`src/rtl/spi_pkg.sv`:
```
// Shared SPI definitions: initiator modes, peripheral FSM states and default frame widths.
package spi_pkg;

    localparam int SPI_CMD_W  = 8;
    localparam int SPI_RESP_W = 24;

    typedef enum logic [1:0] {
        SPI_TX,
        SPI_RX,
        SPI_TX_RX
    } spi_mode_t;

    typedef enum logic [1:0] {
        IDLE,
        CMD,
        RESP,
        DONE
    } spi_periph_state_t;

endpackage

```
`src/rtl/spi_peripheral_if.sv`:
```
// Signal bundle between an SPI initiator/sample source (master) and the SPI peripheral (slave).
interface spi_peripheral_if
    import spi_pkg::*;
#(
    parameter int CMD_W  = SPI_CMD_W,
    parameter int RESP_W = SPI_RESP_W
);

    logic              sclk;
    logic              cs_l;
    logic              mosi;
    logic              miso;
    logic              miso_oe;
    logic [RESP_W-1:0] sample;
    logic              sample_valid;
    logic              drdy_l;
    logic [CMD_W-1:0]  cmd;
    logic              cmd_valid;
    logic              frame_done;
    logic              frame_abort;

    modport master (
        output sclk, cs_l, mosi, sample, sample_valid,
        input  miso, miso_oe, drdy_l, cmd, cmd_valid, frame_done, frame_abort
    );

    modport slave (
        input  sclk, cs_l, mosi, sample, sample_valid,
        output miso, miso_oe, drdy_l, cmd, cmd_valid, frame_done, frame_abort
    );

endinterface

```
`src/rtl/spi_sync_edge.sv`:
```
// Multi-flop synchronizer with registered-history edge detect; rise/fall are single-cycle pulses.
module spi_sync_edge #(
    parameter int   STAGES  = 2,
    parameter logic RST_VAL = 1'b0
) (
    input  logic clk,
    input  logic rst_n,
    input  logic din,
    output logic level,
    output logic rise,
    output logic fall
);

    logic [STAGES-1:0] chain;
    logic              prev;

    always_ff @(posedge clk or negedge rst_n) begin
        if (!rst_n) begin
            chain <= {STAGES{RST_VAL}};
            prev  <= RST_VAL;
        end else begin
            chain <= {chain[STAGES-2:0], din};
            prev  <= chain[STAGES-1];
        end
    end

    assign level = chain[STAGES-1];
    assign rise  = level & ~prev;
    assign fall  = ~level & prev;

endmodule

```
`src/rtl/spi_peripheral.sv`:
```
// SPI mode-0 responder: receives a command, then returns the held sample word MSB first.
module spi_peripheral
    import spi_pkg::*;
#(
    parameter int CMD_W       = SPI_CMD_W,
    parameter int RESP_W      = SPI_RESP_W,
    parameter int SYNC_STAGES = 2
) (
    input  logic             clk,
    input  logic             rst_n,
    spi_peripheral_if.slave  bus
);

    localparam int CNT_W = $clog2(CMD_W + RESP_W + 1);
    localparam logic [CNT_W-1:0] CMD_LAST  = CNT_W'(CMD_W - 1);
    localparam logic [CNT_W-1:0] RESP_LAST = CNT_W'(CMD_W + RESP_W - 1);

    logic sclk_rise, sclk_fall, cs_rise, cs_fall, mosi_s;
    logic unused_sclk_lvl, unused_cs_lvl, unused_mosi_rise, unused_mosi_fall;

    spi_sync_edge #(.STAGES(SYNC_STAGES), .RST_VAL(1'b0)) u_sclk (
        .clk(clk), .rst_n(rst_n), .din(bus.sclk),
        .level(unused_sclk_lvl), .rise(sclk_rise), .fall(sclk_fall)
    );
    spi_sync_edge #(.STAGES(SYNC_STAGES), .RST_VAL(1'b1)) u_cs (
        .clk(clk), .rst_n(rst_n), .din(bus.cs_l),
        .level(unused_cs_lvl), .rise(cs_rise), .fall(cs_fall)
    );
    spi_sync_edge #(.STAGES(SYNC_STAGES), .RST_VAL(1'b0)) u_mosi (
        .clk(clk), .rst_n(rst_n), .din(bus.mosi),
        .level(mosi_s), .rise(unused_mosi_rise), .fall(unused_mosi_fall)
    );

    spi_periph_state_t state, state_n;
    logic [CNT_W-1:0]  cnt, cnt_n;
    logic              miso, miso_n, oe, oe_n;
    logic              done, done_n, abort, abort_n;
    logic              shift_cmd, load_cmd, shift_resp;

    logic [CMD_W-2:0]  cmd_shift;
    logic [CMD_W-1:0]  cmd_next, cmd_r;
    logic              cmd_valid;
    logic [RESP_W-1:0] resp_shift, hold;
    logic              drdy_l;

    assign cmd_next = {cmd_shift, mosi_s};

    always_ff @(posedge clk or negedge rst_n) begin
        if (!rst_n) begin
            state <= IDLE;
            cnt   <= '0;
            miso  <= 1'b0;
            oe    <= 1'b0;
            done  <= 1'b0;
            abort <= 1'b0;
        end else begin
            state <= state_n;
            cnt   <= cnt_n;
            miso  <= miso_n;
            oe    <= oe_n;
            done  <= done_n;
            abort <= abort_n;
        end
    end

    always_comb begin
        state_n    = state;
        cnt_n      = cnt;
        miso_n     = miso;
        oe_n       = oe;
        done_n     = 1'b0;
        abort_n    = 1'b0;
        shift_cmd  = 1'b0;
        load_cmd   = 1'b0;
        shift_resp = 1'b0;
        case (state)
            IDLE: begin
                if (cs_fall) begin
                    state_n = CMD;
                    cnt_n   = '0;
                    oe_n    = 1'b1;
                    miso_n  = 1'b0;
                end
            end
            CMD: begin
                if (cs_rise) begin
                    state_n = IDLE;
                    abort_n = 1'b1;
                    oe_n    = 1'b0;
                    miso_n  = 1'b0;
                end else if (sclk_rise) begin
                    shift_cmd = 1'b1;
                    cnt_n     = cnt + 1'b1;
                    if (cnt == CMD_LAST) begin
                        load_cmd = 1'b1;
                        state_n  = RESP;
                    end
                end
            end
            RESP: begin
                if (cs_rise) begin
                    state_n = IDLE;
                    abort_n = 1'b1;
                    oe_n    = 1'b0;
                    miso_n  = 1'b0;
                end else if (sclk_fall) begin
                    miso_n     = resp_shift[RESP_W-1];
                    shift_resp = 1'b1;
                    cnt_n      = cnt + 1'b1;
                    if (cnt == RESP_LAST) state_n = DONE;
                end
            end
            DONE: begin
                // counter holds at CMD_W+RESP_W here; extra clocks only flush zeros
                if (cs_rise) begin
                    state_n = IDLE;
                    done_n  = 1'b1;
                    oe_n    = 1'b0;
                    miso_n  = 1'b0;
                end else if (sclk_rise || sclk_fall) begin
                    miso_n = 1'b0;
                end
            end
            default: state_n = IDLE;
        endcase
    end

    always_ff @(posedge clk or negedge rst_n) begin
        if (!rst_n) begin
            cmd_shift  <= '0;
            cmd_r      <= '0;
            cmd_valid  <= 1'b0;
            resp_shift <= '0;
            hold       <= '0;
            drdy_l     <= 1'b1;
        end else begin
            cmd_valid <= load_cmd;
            if (shift_cmd) cmd_shift <= cmd_next[CMD_W-2:0];
            if (load_cmd) begin
                cmd_r      <= cmd_next;
                resp_shift <= hold;
            end else if (shift_resp) begin
                resp_shift <= {resp_shift[RESP_W-2:0], 1'b0};
            end
            // a load in the consume cycle wins: old word goes out, new word stays pending
            if (bus.sample_valid) begin
                hold   <= bus.sample;
                drdy_l <= 1'b0;
            end else if (load_cmd) begin
                drdy_l <= 1'b1;
            end
        end
    end

    assign bus.miso        = miso;
    assign bus.miso_oe     = oe;
    assign bus.drdy_l      = drdy_l;
    assign bus.cmd         = cmd_r;
    assign bus.cmd_valid   = cmd_valid;
    assign bus.frame_done  = done;
    assign bus.frame_abort = abort;

endmodule

```
`src/flat_wrapper.sv`:
```
// flat-port wrapper written by rule: the top's interface ports become plain ports
module spi_peripheral_flat import spi_pkg::*;
#(
    parameter int CMD_W       = SPI_CMD_W,
    parameter int RESP_W      = SPI_RESP_W,
    parameter int SYNC_STAGES = 2
)
  (clk, rst_n, bus_sclk, bus_cs_l, bus_mosi, bus_sample, bus_sample_valid, bus_miso, bus_miso_oe, bus_drdy_l, bus_cmd, bus_cmd_valid, bus_frame_done, bus_frame_abort);
  spi_peripheral_if #(.CMD_W(CMD_W), .RESP_W(RESP_W)) bus_i ();
  input  logic clk;
  input  logic rst_n;
  input wire logic [$bits(bus_i.sclk)-1:0] bus_sclk;
  input wire logic [$bits(bus_i.cs_l)-1:0] bus_cs_l;
  input wire logic [$bits(bus_i.mosi)-1:0] bus_mosi;
  input wire logic [$bits(bus_i.sample)-1:0] bus_sample;
  input wire logic [$bits(bus_i.sample_valid)-1:0] bus_sample_valid;
  output wire logic [$bits(bus_i.miso)-1:0] bus_miso;
  output wire logic [$bits(bus_i.miso_oe)-1:0] bus_miso_oe;
  output wire logic [$bits(bus_i.drdy_l)-1:0] bus_drdy_l;
  output wire logic [$bits(bus_i.cmd)-1:0] bus_cmd;
  output wire logic [$bits(bus_i.cmd_valid)-1:0] bus_cmd_valid;
  output wire logic [$bits(bus_i.frame_done)-1:0] bus_frame_done;
  output wire logic [$bits(bus_i.frame_abort)-1:0] bus_frame_abort;
  assign bus_i.sclk = bus_sclk;
  assign bus_i.cs_l = bus_cs_l;
  assign bus_i.mosi = bus_mosi;
  assign bus_i.sample = bus_sample;
  assign bus_i.sample_valid = bus_sample_valid;
  assign bus_miso = bus_i.miso;
  assign bus_miso_oe = bus_i.miso_oe;
  assign bus_drdy_l = bus_i.drdy_l;
  assign bus_cmd = bus_i.cmd;
  assign bus_cmd_valid = bus_i.cmd_valid;
  assign bus_frame_done = bus_i.frame_done;
  assign bus_frame_abort = bus_i.frame_abort;
  spi_peripheral #(.CMD_W(CMD_W), .RESP_W(RESP_W), .SYNC_STAGES(SYNC_STAGES)) u_core (.clk(clk), .rst_n(rst_n), .bus(bus_i));
endmodule
```
`config.mk`:
```
export PLATFORM = sky130hd
export DESIGN_NAME = spi_peripheral_flat
export DESIGN_NICKNAME = d
export VERILOG_FILES = /design/src/rtl/spi_pkg.sv /design/src/rtl/spi_peripheral_if.sv /design/src/rtl/spi_sync_edge.sv /design/src/rtl/spi_peripheral.sv /design/src/flat_wrapper.sv
export SDC_FILE = /design/constraint.sdc
export NUM_CORES = 1
export LEC_CHECK = 0
export CORE_ASPECT_RATIO = 2
export CORE_MARGIN = 2
export CORE_UTILIZATION = 60
export CTS_BUF_LIST = sky130_fd_sc_hd__clkbuf_8 sky130_fd_sc_hd__clkbuf_16
export CTS_CLUSTER_DIAMETER = 120
export DETAILED_ROUTE_END_ITERATION = 8
export GPL_ROUTABILITY_DRIVEN = 0
export HOLD_SLACK_MARGIN = 0.12
export PLACE_DENSITY = 0.85
export SLEW_MARGIN = 20
export SYNTH_ARGS = -nofsm -noshare
export SYNTH_HDL_FRONTEND = slang
export SYNTH_SLANG_ARGS = --single-unit
```
`constraint.sdc`:
```
create_clock -name clk -period 3.6 [get_ports clk]
set_input_delay 0.36 -clock clk [delete_from_list [all_inputs] [get_ports clk]]
set_output_delay 0.36 -clock clk [all_outputs]
set_load 0.005 [all_outputs]
```
### Yosys cells after proc, flatten, opt, wreduce, memory -nomap -nowiden

Cells that the tools add are included.
W data, S select, Z words.

| word-level totals | value |
|---|---|
| output and inout port bits | 14 |
| logic and storage cells | 96 |
| register bits after elaboration | 85 |

| cells by class | value |
|---|---|
| multiplexer cells | 41 |
| reductions and logical operators | 11 |
| bitwise gates (word level) | 8 |
| add/subtract/negate cells | 1 |
| eq/ne operators | 18 |

Operator list:

| cell | number |
|---|---|
| $mux W24 | 2 |
| $mux W6 | 5 |
| $mux W1 | 22 |
| $pmux W6 S3 | 1 |
| $mux W2 | 8 |
| $ne A3 B1 Y1 const B | 5 |
| $ne A2 B1 Y1 const B | 6 |
| $reduce_and A6 Y1 | 2 |
| $pmux W2 S4 | 1 |
| $add A6 B1 Y6 const B | 1 |
| $eq A6 B3 Y1 const B | 1 |
| $eq A6 B5 Y1 const B | 1 |
| $and A1 B1 Y1 | 4 |
| $eq A2 B2 Y1 const B | 2 |
| $ne A2 B2 Y1 const B | 2 |
| $not A1 Y1 | 4 |
| $pmux W1 S4 | 1 |
| $reduce_and A4 Y1 | 1 |
| $reduce_bool A2 Y1 | 2 |
| $reduce_bool A3 Y1 | 1 |
| $reduce_or A3 Y1 | 1 |
| $eq A2 B1 Y1 const B | 1 |
| $logic_not A2 Y1 | 1 |
| $pmux W1 S2 | 1 |
| other kinds (3) | 3 |

### Depth between registers and ports, before layout

| logic depth | value |
|---|---|
| depth after elaboration | 7 |
| depth in mapped cells | 8 |

### Modules after synthesis

Synthesis repeated with hierarchy kept, for this count alone.

| second synthesis, totals | value |
|---|---|
| cell total of the unflattened synthesis | 289 |
| area total of the unflattened synthesis | 3652.3 um^2 |

By module, submodules not included:

| module | cells each | area each (um^2) | instances |
|---|---|---|---|
| spi_peripheral | 274 | 3378.2 | 1 |
| spi_sync_edge at u_core.u_mosi ... | 5 | 90.1 | 2 |
| spi_sync_edge at u_core.u_cs | 5 | 93.8 | 1 |

### Worst setup path after synthesis

OpenSTA, ideal clock, no wires.

| timing | value |
|---|---|
| path type | register to register |
| start | register u_core.state[0] |
| end | register u_core.state[1] |
| cell stages (with the launch flop) | 7 |
| required time | 3.472 ns |
| path buffers | 1 |
| period minus slack after synthesis | 1.745 ns |
| path slack | 1.855 ns |
| data arrival time | 1.618 ns |
| setup time | 0.128 ns |
| cell sequence | dfrtp_1 > inv_1 > ha_1 > buf_2 > nor3b_1 > o221ai_2 > mux2_1 |

| on the way | value |
|---|---|
| cells in the longest elaborated chain, start to end | 3 |

RTL lines:

| what | RTL line | source |
|---|---|---|
| from (decl) | spi_peripheral.sv:34 | `spi_periph_state_t state, state_n;` |
| from (signal assigned) | spi_peripheral.sv:57 | `state <= state_n;` |
| $eq A2 B2 Y1, or another cell as far along | spi_peripheral.sv:76 | `case (state)` |
| $ne A3 B1 Y1 (no line) / $ne A2 B1 Y1 (equally long branches) | - |  |
| $reduce_and A6 Y1 (no line) | - |  |

Parallel ways exist; a longest one is shown, timed or not.
A chain may end at the register's enable or synchronous reset.

### Worst setup path after layout

| timing | value |
|---|---|
| start | register u_core.u_cs.prev |
| end | register u_core.resp_shift[19] |

| on the way | value |
|---|---|
| cells in the longest elaborated chain, start to end | 5 |

RTL lines:

| what | RTL line | source |
|---|---|---|
| from (decl) | spi_sync_edge.sv:15 | `logic prev;` |
| from (signal assigned) | spi_sync_edge.sv:23 | `prev <= chain[STAGES-1];` |
| $not A1 Y1 (*) | spi_sync_edge.sv:28 | `assign rise = level & ~prev;` |
| $and A1 B1 Y1 (*) | spi_sync_edge.sv:28 |  |
| $mux W1, on equally long branches | spi_peripheral.sv:86, spi_peripheral.sv:101 |  |
| $mux W1 | spi_peripheral.sv:76 |  |
| $mux W24 / $reduce_bool A2 Y1 (equally long branches) | - |  |
| to (signal assigned) | spi_peripheral.sv:141 | `resp_shift <= hold;` |
| to (signal assigned) | spi_peripheral.sv:143 | `resp_shift <= {resp_shift[RESP_W-2:0], 1'b0};` |
| to (decl) | spi_peripheral.sv:43 | `logic [RESP_W-1:0] resp_shift, hold;` |

Mark *: on every way between the ends. The rest lies on a longest branch, timed or not.

==> results.py <==
metrics = {
    "status": {
        "outcome": "completed",
    },
    "timing": {
        "rsz0062_at_grt": "false",
        "relSlewSlack_pct": 51.3,
        "min_period_ns": 2.18,
        "final_max_slew_viol_count": 0,
        "period_share_pct": 60.5,
        "setup_viol": 0,
        "fin_ws_ns": 1.42,
        "fmax_ghz": 0.459,
        "tightestPinTransition_ns": 0.731,
        "hold-worst-slack_ns": 0.348,
        "finalHoldViolations": 0,
        "finClkSkew_ns": 0.00479,
        "tns_ns": 0,
    },
    "route": {
        "viasPerCell": 5.78,
        "wl_um": 6400,
        "drt_iter0_markers": 56,
        "drc": 0,
        "first_pass_iters": 4,
        "vias": 2324,
        "wl_per_cell_um": 15.9,
        "final_antenna_net_count": 0,
    },
    "die": {
        "start_util_pct": 61.7,
        "rows": 40,
        "die_h_um": 115,
        "ioPinCount": 44,
        "fp.coreArea_um2": 6010,
        "die-area_um2": 6860,
        "fp.dieW_um": 59.6,
    },
    "worst_hold_path": {
        "hp-class": "reg2reg",
        "min-delay-start": "u_core.u_mosi.chain[0]",
    },
    "global_route": {
        "grt_pass1_vias": 2491,
        "antenna_found_initial": 0,
        "grt_max_degree": 86,
        "grt_pass1_wl_um": 11300,
        "grt_overflow": 0,
        "track_usage_pct": 22.3,
    },
    "setup_path": {
        "timing.rr.start": "u_core.u_cs.prev",
        "critPathLaunchType": "flip-flop",
        "worstSetupPathType": "reg2reg",
        "crit_path_top_delay_cell": "dfstp_2",
        "crit_start": "u_core.u_cs.prev",
        "cp.arrival_ns": 2.38,
        "worstPathCellList": "nand2b_1 > nand4b_4 > buf_4 > nor2_1 > a21oi_1",
        "crit_fanout": 36,
        "end_kind": "flip-flop",
        "critPathMaxStageDelay_ns": 0.59,
        "worstPathRequired_ns": 3.80,
    },
    "finish": {
        "diodes": 0,
        "fillers": 402,
        "syn2layout_area_growth_pct": 20.0,
        "drive_gt1_share_pct": 15.9,
        "fin_nets": 372,
    },
    "power": {
        "pwr_density_cell_nw_per_um2": 643,
        "p_leak_nw": 2.21,
        "peakVddDrop_v": 0.000438,
    },
    "clock_network": {
        "cts_tree": "done",
        "cts-buffers-inserted": 9,
        "cts_resized": 0,
        "cts_root_buffer": "clkbuf_16",
        "max-clock-path-buffers": 2,
        "clk_pin_slew_ns": 0.06,
        "clkLatencyLatePin_ns": 0.33,
        "htree_levels": 3,
        "cts_setup_buffers": 0,
        "cts.sinks": 85,
    },
    "synthesis": {
        "seq_area_frac_synth_pct": 57.6,
        "synth_area_per_cell_um2": 12.6,
        "synth_area_um2": 3700,
        "synth_top_area_share_pct": 54.7,
        "yosysUniqueCellTypes": 42,
        "syn_inst": 294,
        "ys_ff_latch": 85,
        "syn_nets": 332,
        "ys_top_cells_by_area": "dfrtp_1 55%, mux2i_1 7.0%, mux2_2 7.0%",
        "yosys_warnings": 0,
        "yosys.area.top_type": "dfrtp_1",
    },
    "placement": {
        "pre_cts_slack_ns": 1.43,
        "numPortBuffers": 43,
        "hpwl_um": 4350,
    },
    "flow_run": {
        "cap_violations": 0,
    },
}
## logic make-up (layout without fill, tap and decap cells)
kind of cell,Yosys count,count (layout),synth area share [%]
and+or+nand+nor,60,60,8.85
adders and majority gates,8,8,2.70
buffers and inverters,30,75,3.95
DFF,85,85,57.6
AOI/OAI and AO/OA,46,46,8.04
muxes,65,65,18.9
## sequential cells by signal, indices dropped and copies added, names as in the netlist, 2 cells and up
register	cells
u_core.bus.cmd	8
u_core.cnt	6
u_core.cmd_shift	7
u_core.resp_shift	24
u_core.u_cs.chain	2
u_core.u_sclk.chain	2
u_core.state	2
u_core.hold	24
u_core.u_mosi.chain	2
## critical path: cells and delay by family, from the launching register on
| family | cells | cell delay (ns) |
|---|---|---|
| buf+inv | 1 | 0.39 |
| compound gates | 1 | 0.05 |
| simple gates | 3 | 0.98 |
| flops | 1 | 0.59 |
## layer usage
metal / GRT usage [%] / vias to the layer above / part of all wire (%)
met5: 0 / - / 0
met4: 11.4 / 0 / 2.3
met3: 4.50 / 12 / 2.4
met2: 39.5 / 43 / 59
met1: 24.3 / 1161 / 36
li1: - / 1108 / -
## metrics by stage
step / std cells / instance area, um2 / power [mW] / util [%]
4_1_cts: 401 / 4440 / 2.88 / 73.9
2_1_floorplan: 294 / 3700 / 1.74 / -
3_5_place_dp: 385 / 4120 / 1.94 / 68.7
5_1_grt: 402 / 4450 / 3.01 / 74.0
3_3_place_gp: 385 / 4120 / 1.90 / 68.7
6_report: 402 / 4450 / 2.86 / 74.0
## repair_timing
action                                 CTS  global route
endpoints found under the hold margin    0             2
setup endpoints to repair                0             0
hold buffers                             0             1
## cells in the mapped netlist
library cell / count
buf_6: 2
nand4b_4: 1
buf_4: 3
nand2b_1: 2
a41oi_1: 1
a211oi_1: 1
nand2_1: 6
mux2_1: 16
dfstp_2: 4
and2_1: 2
o2bb2ai_1: 1
nor2_1: 28
inv_2: 1
nor3b_2: 1
o221ai_2: 1
o21ai_2: 2
a221oi_4: 1
o221ai_1: 1
nor3_1: 2
nand3_1: 3
nand3_4: 1
nand4_1: 5
clkbuf_1: 3
nand3b_1: 1
buf_2: 6
o21ai_0: 4
mux2_2: 23
a32o_1: 2
a21oi_1: 28
dfrtp_1: 81
mux2i_1: 26
nor3b_1: 1
o22ai_1: 2
nand3_2: 1
and2b_1: 2
ha_1: 8
buf_1: 2
nor2b_1: 2
inv_1: 13
o21ai_1: 1
o211ai_1: 1
and3_1: 2
## worst paths after layout
| kind | endpoint | slack (ns) | cells past startpoint |
|---|---|---|---|
| worst min register to register | u_core.u_mosi.chain[1] | 0.35 | 0 |
| min in group asynchronous | u_core.bus.cmd[7] | 0.63 | 2 |
| worst min-delay path | u_core.u_mosi.chain[1] | 0.35 | 0 |
| worst max register to register | u_core.resp_shift[19] | 1.42 | 5 |
| worst max-delay path | u_core.resp_shift[19] | 1.42 | 5 |
| max in group asynchronous | u_core.resp_shift[2] | 2.46 | 2 |
## power by group
part,internal [mW],switching [mW]
clock network,0.590,0.347
logic,0.314,0.327
registers,1.15,0.130
## cell usage in the layout, fill, tap and decap left out, types with 3 or more instances in the layout
| cell type | netlist | layout |
|---|---|---|
| a21oi_1 | 28 | 28 |
| clkbuf_16 | 0 | 9 |
| clkbuf_8 | 0 | 3 |
| clkdlybuf4s50_1 | 0 | 41 |
| dfrtp_1 | 81 | 81 |
| dfstp_2 | 4 | 4 |
| ha_1 | 8 | 8 |
| inv_1 | 13 | 14 |
| mux2_1 | 16 | 16 |
| mux2_2 | 23 | 23 |
| mux2i_1 | 26 | 26 |
| nand2_1 | 6 | 6 |
| nand3_1 | 3 | 3 |
| nand4_1 | 5 | 5 |
| nor2_1 | 28 | 28 |
| o21ai_0 | 4 | 4 |
## layout make-up
cell class                      instances  area [um2]  share of cell area [%]
Clock inverter                          4        46.3                    1.04
Multi-Input combinational cell        179        1430                    32.1
Inverter                               14        52.6                    1.18
Sequential cell                        85        2130                    48.0
Timing Repair Buffer                   45         444                    9.99
Tap cell                               63        78.8                    1.77
Clock buffer                           12         267                    5.99
(Power assumes the default switching activity.)
